## config.mk

```make
export PLATFORM = sky130hd
export DESIGN_NAME = sys_arr_skew_feeder_flat
export DESIGN_NICKNAME = d
export VERILOG_FILES = /design/src/rtl/sys_arr_skew_feeder_if.sv /design/src/rtl/sys_arr_skew_feeder.sv /design/src/flat_wrapper.sv
export SDC_FILE = /design/constraint.sdc
export NUM_CORES = 1
export LEC_CHECK = 0
export CORE_AREA = 4 4 85 87
export CTS_CLUSTER_DIAMETER = 60
export DETAILED_ROUTE_END_ITERATION = 8
export DIE_AREA = 0 0 89 91
export GPL_ROUTABILITY_DRIVEN = 0
export GPL_TIMING_DRIVEN = 0
export PLACE_DENSITY = 0.63
export SLEW_MARGIN = 20
export SYNTH_ARGS = -nofsm -noshare
export SYNTH_HDL_FRONTEND = slang
export SYNTH_SLANG_ARGS = --single-unit
```

## constraint.sdc

```tcl
create_clock -name clk -period 2.85 [get_ports clk]
set_input_delay 0.7125 -clock clk [delete_from_list [all_inputs] [get_ports clk]]
set_output_delay 0.7125 -clock clk [all_outputs]
set_load 0.02 [all_outputs]
```

## src/rtl/sys_arr_skew_feeder_if.sv

```systemverilog
// Feeder-side bus of the systolic array: job control, input vector stream, skewed array output.
// vec_in is transferred on each rising edge where vec_valid and vec_ready are both high; the feeder
// never stalls its output, and vec_ready depends only on feeder state, never on vec_valid.
interface sys_arr_skew_feeder_if #(
  parameter int width_height = 2,
  parameter int cnt_width    = 8
);
  logic                      start;
  logic [cnt_width-1:0]      num_vecs;
  logic                      busy;
  logic                      done;
  logic [8*width_height-1:0] vec_in;
  logic                      vec_valid;
  logic                      vec_ready;
  logic [8*width_height-1:0] datain;
  logic                      active;

  modport master (
    output start, num_vecs, vec_in, vec_valid,
    input  busy, done, vec_ready, datain, active
  );

  modport slave (
    input  start, num_vecs, vec_in, vec_valid,
    output busy, done, vec_ready, datain, active
  );
endinterface

```

## src/rtl/sys_arr_skew_feeder.sv

```systemverilog
// Feeds a job of input vectors into the systolic array, skewing row i by i cycles,
// then drains the skew pipeline and pulses done.
module sys_arr_skew_feeder #(
  parameter int width_height = 2,
  parameter int cnt_width    = 8
) (
  input  logic                 clk,
  input  logic                 rst_n,
  sys_arr_skew_feeder_if.slave bus,
  output logic [1:0]           dbg_state_o
);

  typedef enum logic [1:0] {
    S_IDLE  = 2'd0,
    S_FEED  = 2'd1,
    S_DRAIN = 2'd2,
    S_DONE  = 2'd3
  } state_e;

  localparam logic [cnt_width-1:0] DRAIN_INIT = cnt_width'(width_height - 1);
  localparam logic [cnt_width-1:0] ONE        = cnt_width'(1);

  state_e               state_q, state_d;
  logic [cnt_width-1:0] num_q, num_d;
  logic [cnt_width-1:0] acc_q, acc_d;
  logic [cnt_width-1:0] drain_q, drain_d;
  logic                 active_q;
  logic                 accept;
  logic [8*width_height-1:0] datain_w;

  assign accept = bus.vec_valid && (state_q == S_FEED);

  always_ff @(posedge clk or negedge rst_n) begin
    if (!rst_n) begin
      state_q  <= S_IDLE;
      num_q    <= '0;
      acc_q    <= '0;
      drain_q  <= '0;
      active_q <= 1'b0;
    end else begin
      state_q  <= state_d;
      num_q    <= num_d;
      acc_q    <= acc_d;
      drain_q  <= drain_d;
      active_q <= accept;
    end
  end

  always_comb begin
    state_d = state_q;
    num_d   = num_q;
    acc_d   = acc_q;
    drain_d = drain_q;
    case (state_q)
      S_IDLE: begin
        if (bus.start) begin
          if (bus.num_vecs != '0) begin
            num_d   = bus.num_vecs;
            acc_d   = '0;
            state_d = S_FEED;
          end else begin
            state_d = S_DONE;
          end
        end
      end
      S_FEED: begin
        if (accept) begin
          acc_d = acc_q + ONE;
          if (acc_q + ONE == num_q) begin
            // A one-row array has no skew to drain.
            if (width_height > 1) begin
              state_d = S_DRAIN;
              drain_d = DRAIN_INIT;
            end else begin
              state_d = S_DONE;
            end
          end
        end
      end
      S_DRAIN: begin
        drain_d = drain_q - ONE;
        if (drain_q == ONE) state_d = S_DONE;
      end
      S_DONE:  state_d = S_IDLE;
      default: state_d = S_IDLE;
    endcase
  end

  // Lane i is an (i+1)-byte shift register; the newest byte enters at the bottom.
  for (genvar i = 0; i < width_height; i++) begin : g_lane
    localparam int LW = 8 * (i + 1);
    logic [LW-1:0] pipe_q;
    logic [7:0]    lane_in;

    assign lane_in = accept ? bus.vec_in[8*i +: 8] : 8'h00;

    always_ff @(posedge clk or negedge rst_n) begin
      if (!rst_n) pipe_q <= '0;
      else        pipe_q <= (pipe_q << 8) | LW'(lane_in);
    end

    assign datain_w[8*i +: 8] = pipe_q[8*i +: 8];
  end

  assign bus.datain    = datain_w;
  assign bus.active    = active_q;
  assign bus.vec_ready = (state_q == S_FEED);
  assign bus.busy      = (state_q != S_IDLE);
  assign bus.done      = (state_q == S_DONE);
  assign dbg_state_o   = state_q;

endmodule

```

## src/flat_wrapper.sv

```systemverilog
// flat-port wrapper written by rule: the top's interface ports become plain ports
module sys_arr_skew_feeder_flat 
#(
  parameter int width_height = 2,
  parameter int cnt_width    = 8
)
  (clk, rst_n, dbg_state_o, bus_start, bus_num_vecs, bus_vec_in, bus_vec_valid, bus_busy, bus_done, bus_vec_ready, bus_datain, bus_active);
  sys_arr_skew_feeder_if #(.width_height(width_height), .cnt_width(cnt_width)) bus_i ();
  input  logic clk;
  input  logic rst_n;
  output logic [1:0] dbg_state_o;
  input wire logic [$bits(bus_i.start)-1:0] bus_start;
  input wire logic [$bits(bus_i.num_vecs)-1:0] bus_num_vecs;
  input wire logic [$bits(bus_i.vec_in)-1:0] bus_vec_in;
  input wire logic [$bits(bus_i.vec_valid)-1:0] bus_vec_valid;
  output wire logic [$bits(bus_i.busy)-1:0] bus_busy;
  output wire logic [$bits(bus_i.done)-1:0] bus_done;
  output wire logic [$bits(bus_i.vec_ready)-1:0] bus_vec_ready;
  output wire logic [$bits(bus_i.datain)-1:0] bus_datain;
  output wire logic [$bits(bus_i.active)-1:0] bus_active;
  assign bus_i.start = bus_start;
  assign bus_i.num_vecs = bus_num_vecs;
  assign bus_i.vec_in = bus_vec_in;
  assign bus_i.vec_valid = bus_vec_valid;
  assign bus_busy = bus_i.busy;
  assign bus_done = bus_i.done;
  assign bus_vec_ready = bus_i.vec_ready;
  assign bus_datain = bus_i.datain;
  assign bus_active = bus_i.active;
  sys_arr_skew_feeder #(.width_height(width_height), .cnt_width(cnt_width)) u_core (.clk(clk), .rst_n(rst_n), .bus(bus_i), .dbg_state_o(dbg_state_o));
endmodule
```

==> flow_metrics.py, run 1 <==
metrics = {
    "clock_network": {
        "cts_max_level": 2,
        "clk_pin_slew_ps": 90,
        "root_buffer": "clkbuf_8",
        "cts_max_path_buffers": 2,
        "clk_latency_ps": 300,
        "clkSinkCount": 51,
        "cts_made_buffers": 5,
        "tritoncts": "done",
    },
    "floorplan": {
        "start_util_pct": 38.6,
        "core_um2": 6350,
        "std_cell_rows": 29,
        "io_pins": 50,
        "die_h_um": 91,
        "die_area_um2": 8100,
        "die_w_um": 89,
    },
    "detailed_routing": {
        "vias": 1730,
        "drcViolationCount": 0,
        "viasPerCell": 4.96,
        "dr.pass1.iters": 4,
        "wl_mm": 5.03,
        "wl_per_cell_um": 14.4,
        "dr.first_iter.drc_count": 95,
        "ant_nets": 0,
    },
    "critical_path": {
        "cp_cell_sequence": "clkdlybuf4s50_1 -> nor4_2 -> a21boi_0 -> o21ai_1 -> clkbuf_2 -> nor2_1 -> o21ai_0 -> o31ai_1",
        "crit_path_start": "bus_num_vecs[5]",
        "crit_required_ps": 3040,
        "reg2reg_depth": 7,
        "endpoint_kind": "flop",
        "crit_type": "in2reg",
        "arrival_ps": 2760,
        "cp.buffers_inverters": 2,
        "path_depth": 8,
        "cp_slowest_stage_delay_ps": 450,
        "crit_fanout": 10,
        "rrSetupSlack_ps": 410,
        "rr_startpoint": "u_core.acc_q[0]",
        "r2r_end": "u_core.drain_q[7]",
        "critical-path-top-delay-family": "compound AO/OA/AOI/OAI gates",
        "slowest_stage": "clkdlybuf4s50_1",
        "cp-endpoint": "u_core.acc_q[4]",
        "start_kind": "primary input",
    },
    "power_and_ir_drop": {
        "p_clk_share_pct": 20.5,
        "seqPwrFrac_pct": 36.2,
        "p_sw_share_pct": 37.0,
        "p_sw_mw": 1.07,
        "internal_power_mw": 1.83,
        "combPwrFrac_pct": 43.4,
        "peakVddDrop_mv": 0.601,
        "power.density_nw_per_um2": 912,
        "finalPower_mw": 2.90,
        "p_leak_nw": 1.46,
    },
    "global_routing": {
        "antenna_found_initial": 0,
        "grt_pass1_wl_mm": 8.33,
        "grt_start_max_net_pins": 52,
        "grt_pass1_vias": 1681,
        "grt_overflow": 0,
        "track_usage_pct": 13.0,
    },
    "finish": {
        "diodes": 0,
        "fin_area_um2": 3180,
        "drive_gt1_share_pct": 14.3,
        "areaGrowthSynthToFinish_pct": 29.7,
        "fin_nets": 307,
    },
    "logic_synthesis": {
        "synth_top_area_cell": "dfrtp_1",
        "synth_area_um2": 2450,
        "ys_types": 50,
        "ys_seq_elements": 51,
        "synth_edf_count": 0,
        "netlist_instances": 215,
        "synth_top_area_share_pct": 52.1,
        "async_reset_ff_share_pct": 100,
        "synth_ff_type": "dfrtp_1",
        "syn_area_per_cell_um2": 11.4,
        "synth.area.top_cells": "dfrtp_1 52%, and3_1 4.9%, mux2_2 4.1%",
        "syn_nets": 251,
        "ys_seq_area_share_pct": 52.1,
        "ys_warn_count": 0,
    },
    "timing": {
        "setup_viol": 0,
        "worst_clock_skew_ps": 3.60,
        "worstMarginPinSlew_ps": 626,
        "min_period_over_period_pct": 90.2,
        "slew-limit-headroom_pct": 58.3,
        "max_freq_ghz": 0.389,
        "rsz0062_at_grt": "no",
        "setup_ws_ps": 279,
        "hold_viol_final": 0,
        "slew_violations": 0,
        "layout_min_cycle_time_ps": 2570,
    },
    "outcome": {
        "outcome": "complete, no violations",
    },
    "placement": {
        "numPortBuffers": 49,
        "dpl_cell_area_um2": 3030,
        "hpwl_mm": 3.72,
        "dp_slack_ps": -469,
    },
    "job": {
        "drv_cap": 0,
    },
    "worst_hold_path": {
        "min-delay-path-class": "reg2reg",
    },
}
power groups by stage:
stage / clock network, mW / logic, mW / registers, mW
CTS: 0.611 / 1.27 / 1.05
finish: 0.594 / 1.26 / 1.05
global route: 0.646 / 1.39 / 1.07
floorplan: 0 / 0.847 / 1.08
global placement: 0 / 1.26 / 1.06
detailed placement: 0 / 1.26 / 1.06
cell families after synthesis:
family	Yosys count	share of synthesized area, %
AOI/OAI and AO/OA	45	14.4
adders and majority gates	8	4.09
and+or+nand+nor	70	16.7
muxes	11	4.95
DFF	51	52.1
xor gates and xnor gates	8	3.17
buffers and inverters	22	4.65
worst min-delay path by stage:
stage | cells past startpoint | startpoint | to
after floorplan | 0 | u_core.g_lane[1].pipe_q[2] | u_core.g_lane[1].pipe_q[10]
after global placement | 0 | u_core.g_lane[1].pipe_q[6] | u_core.g_lane[1].pipe_q[14]
after detailed placement | 0 | u_core.g_lane[1].pipe_q[6] | u_core.g_lane[1].pipe_q[14]
after CTS | 0 | u_core.g_lane[1].pipe_q[7] | u_core.g_lane[1].pipe_q[15]
after global routing | 0 | u_core.g_lane[1].pipe_q[3] | u_core.g_lane[1].pipe_q[11]
final | 0 | u_core.g_lane[1].pipe_q[6] | u_core.g_lane[1].pipe_q[14]
registers in the layout, summed over array words and instances, names as in the netlist:
register and flops:
u_core.acc_q 8, u_core.dbg_state_o 2, u_core.drain_q 8, u_core.num_q 8
u_core.g_lane.pipe_q 24, u_core.bus.active 1
per-stage QoR:
stage	TNS [ps]	instances	hold slack [ps]	util, %
final	0	349	354	50.0
after global routing	0	349	365	50.0
after CTS	0	349	356	49.9
after detailed placement	-2700	341	335	47.8
after global placement	-26610	341	332	47.8
after floorplan	0	215	331	-
cells in the mapped netlist (2+ instances only):
cell type	instances
inv_1	8
dfrtp_1	51
nand2b_1	6
nand3_1	2
o31ai_1	5
xor2_1	4
nor4_1	4
nor4b_1	3
o41ai_1	2
a31oi_1	2
nor3_1	3
xnor2_1	3
nand2_1	8
ha_1	8
clkbuf_1	5
mux2i_1	2
o22ai_1	2
nor2_1	13
and3_1	19
o21ai_0	17
mux2_2	9
nand3_2	2
buf_4	8
or3_1	2
a22o_1	2
layout by cell type (no fill, tap or decap), types with 6 or more instances in the layout:
cell type and n:
dfrtp_1 51, clkdlybuf4s50_1 48, and3_1 19, o21ai_0 16, nor2_1 13, mux2_2 9
buf_4 9, inv_1 8, nand2_1 8, ha_1 8, nand2b_1 6
layer usage:
metal	vias up	global-route usage, %	routed length [um]
li1	885	-	-
met1	814	18.9	2490
met2	25	19.8	2340
met3	6	2.71	134
met4	0	3.35	61
met5	-	0	0
timing repair:
item | CTS | global route
hold buffers | 0 | 0
setup buffers | 0 | 0
cloned | 0 | 0
endpoints found under the hold margin | 0 | 0
endpoints found under the setup margin | 2 | 2
gates resized for setup | 1 | 3
pin swaps | 0 | 0
area by class of cell:
cell class	count	area, um2
fillers	564	3170
flip-flops and latches	51	1280
multi-input cells	142	1070
repair buffers	49	488
well taps	77	96.3
plain buffers	14	85.1
clock buffers	5	68.8
clock inverters	3	67.6
inverters	8	30.0
Power figures use the tool's default switching activity.
==> run 2: changes to the inputs <==
--- a/config.mk
+++ b/config.mk
@@ -5,13 +5,13 @@
 export SDC_FILE = /design/constraint.sdc
 export NUM_CORES = 1
 export LEC_CHECK = 0
-export CORE_AREA = 4 4 85 87
+export CORE_AREA = 4 4 75 77
 export CTS_CLUSTER_DIAMETER = 60
 export DETAILED_ROUTE_END_ITERATION = 8
-export DIE_AREA = 0 0 89 91
+export DIE_AREA = 0 0 79 81
 export GPL_ROUTABILITY_DRIVEN = 0
 export GPL_TIMING_DRIVEN = 0
-export PLACE_DENSITY = 0.63
+export PLACE_DENSITY = 0.78
 export SLEW_MARGIN = 20
 export SYNTH_ARGS = -nofsm -noshare
 export SYNTH_HDL_FRONTEND = slang
==> run 2 against run 1 <==
Clock power down 28%. Setup slack got worse by 25 ps. Routed wire length up 0.22%. Non-clock buffer count up 1. Worst hold slack worse by 15 ps. Final area is 1.1% lower. Critical endpoint is now bus_busy.
==> flow_metrics.py, run 2 (synthesized netlist as in run 1, its figures left out) <==
metrics = {
    "detailed_routing": {
        "dr.pass1.iters": 4,
        "vias": 1815,
        "wl_per_cell_um": 14.7,
        "dr.first_iter.drc_count": 86,
        "ant_nets": 0,
        "drcViolationCount": 0,
        "wl_mm": 5.04,
        "viasPerCell": 5.29,
    },
    "timing": {
        "min_period_over_period_pct": 91.1,
        "layout_min_cycle_time_ps": 2600,
        "worstMarginPinSlew_ps": 547,
        "max_freq_ghz": 0.385,
        "rsz0062_at_grt": "no",
        "setup_viol": 0,
        "slew-limit-headroom_pct": 63.5,
        "holdWs_ps": 340,
        "slew_violations": 0,
        "hold_viol_final": 0,
        "worst_clock_skew_ps": 4.78,
    },
    "floorplan": {
        "die_h_um": 81,
        "core_um2": 5010,
        "die_area_um2": 6400,
        "start_util_pct": 48.9,
        "std_cell_rows": 26,
        "io_pins": 50,
        "die_w_um": 79,
    },
    "clock_network": {
        "cts_max_path_buffers": 2,
        "cts_max_level": 2,
        "post_cts_buffers": 0,
        "tritoncts": "done",
        "clkSinkCount": 51,
        "root_buffer": "clkbuf_8",
        "clk_pin_slew_ps": 100,
        "cts_resized": 1,
        "hold_buffers": 0,
        "cts_made_buffers": 5,
        "clk_latency_ps": 300,
    },
    "finish": {
        "drive_gt1_share_pct": 14.7,
        "regMostFlops": "u_core.g_lane.pipe_q",
        "fin_nets": 308,
        "final_common_cell": "dfrtp_1",
        "diodes": 0,
        "largest_reg_flops": 24,
        "areaGrowthSynthToFinish_pct": 28.3,
        "layout_common_cells": "51 x dfrtp_1, 48 x clkdlybuf4s50_1, 19 x and3_1",
        "fill_cells": 423,
    },
    "critical_path": {
        "critical-path-top-delay-family": "buffers and inverters",
        "crit_top_cell": "inv_1",
        "reg2reg_depth": 7,
        "rrSetupSlack_ps": 430,
        "cp_cell_sequence": "inv_1 -> ha_1 -> inv_1 -> clkdlybuf4s50_1",
        "arrival_ps": 1880,
        "crit_required_ps": 2140,
        "path_depth": 4,
        "start_kind": "flop",
        "crit_type": "reg2out",
        "cp.buffers_inverters": 3,
        "cp_slowest_stage_delay_ps": 650,
        "crit_fanout": 5,
        "slowest_stage": "clkdlybuf4s50_1",
        "endpoint_kind": "output port",
    },
    "power_and_ir_drop": {
        "combPwrFrac_pct": 46.1,
        "p_sw_share_pct": 39.6,
        "power.density_nw_per_um2": 874,
        "p_clk_share_pct": 15.6,
        "internal_power_mw": 1.66,
        "p_leak_nw": 1.45,
        "seqPwrFrac_pct": 38.3,
        "p_sw_mw": 1.09,
        "finalPower_mw": 2.75,
        "peakVddDrop_mv": 0.627,
    },
    "global_routing": {
        "track_usage_pct": 17.0,
        "antenna_found_initial": 0,
        "grt_pass1_vias": 1824,
        "grt_start_max_net_pins": 34,
        "grt_overflow": 0,
        "grt_pass1_wl_mm": 8.67,
    },
    "placement": {
        "hpwl_mm": 3.90,
        "numPortBuffers": 49,
    },
    "job": {
        "drv_cap": 0,
    },
    "worst_hold_path": {
        "min-delay-path-class": "in2async",
    },
    "outcome": {
        "outcome": "complete, no violations",
    },
}
-- run 2: worst paths after layout --
path | start | endpoint
setup / recovery | u_core.dbg_state_o[0] | bus_busy
hold / removal | rst_n | u_core.g_lane[0].pipe_q[1]
setup reg to reg | u_core.acc_q[0] | u_core.drain_q[7]
hold reg to reg | u_core.g_lane[1].pipe_q[1] | u_core.g_lane[1].pipe_q[9]
max in group asynchronous | rst_n | u_core.acc_q[6]
min in group clk | u_core.g_lane[1].pipe_q[1] | u_core.g_lane[1].pipe_q[9]
-- run 2: layout make-up --
class / instances / area, um2 / area share (%)
well taps: 70 / 87.6 / 2.79
flip-flops and latches: 51 / 1280 / 40.6
plain buffers: 14 / 85.1 / 2.71
clock inverters: 3 / 27.5 / 0.875
repair buffers: 50 / 505 / 16.1
clock buffers: 5 / 68.8 / 2.19
inverters: 8 / 30.0 / 0.955
multi-input cells: 142 / 1060 / 33.8
-- run 2: through the flow --
stage | setup WS [ps] | util (%) | cell area, um2 | TNS (ps) | cells
5_1_grt | 22.1 | 62.8 | 3140 | 0 | 343
4_1_cts | 60.1 | 62.7 | 3140 | 0 | 343
3_3_place_gp | -435 | 60.4 | 3030 | -21240 | 334
2_1_floorplan | 609 | - | 2450 | 0 | 215
3_5_place_dp | -421 | 60.7 | 3040 | -2260 | 335
6_report | 254 | 62.8 | 3140 | 0 | 343
-- run 2: power groups by stage --
stage               sequential, mW  clock, mW  combinational [mW]
floorplan                     1.08          0               0.847
global placement              1.06          0                1.24
detailed placement            1.07          0                1.26
CTS                           1.05      0.447                1.27
global route                  1.08      0.475                1.40
finish                        1.05      0.428                1.27
-- run 2: routing by layer --
| layer | vias to the layer above | GRT usage [%] | wire, um |
|---|---|---|---|
| li1 | 884 | - | - |
| met1 | 898 | 21.2 | 2180 |
| met2 | 29 | 30.7 | 2670 |
| met5 | - | 0 | 0 |
| met3 | 4 | 2.88 | 132 |
| met4 | 0 | 4.64 | 58 |
==> run 3: changes to the inputs <==
--- a/config.mk
+++ b/config.mk
@@ -5,6 +5,7 @@
 export SDC_FILE = /design/constraint.sdc
 export NUM_CORES = 1
 export LEC_CHECK = 0
+export CAP_MARGIN = 0
 export CORE_AREA = 4 4 75 77
 export CTS_CLUSTER_DIAMETER = 60
 export DETAILED_ROUTE_END_ITERATION = 8
==> results of run 3 <==
The final DEF is identical to that of run 2; final timing and power are the same.
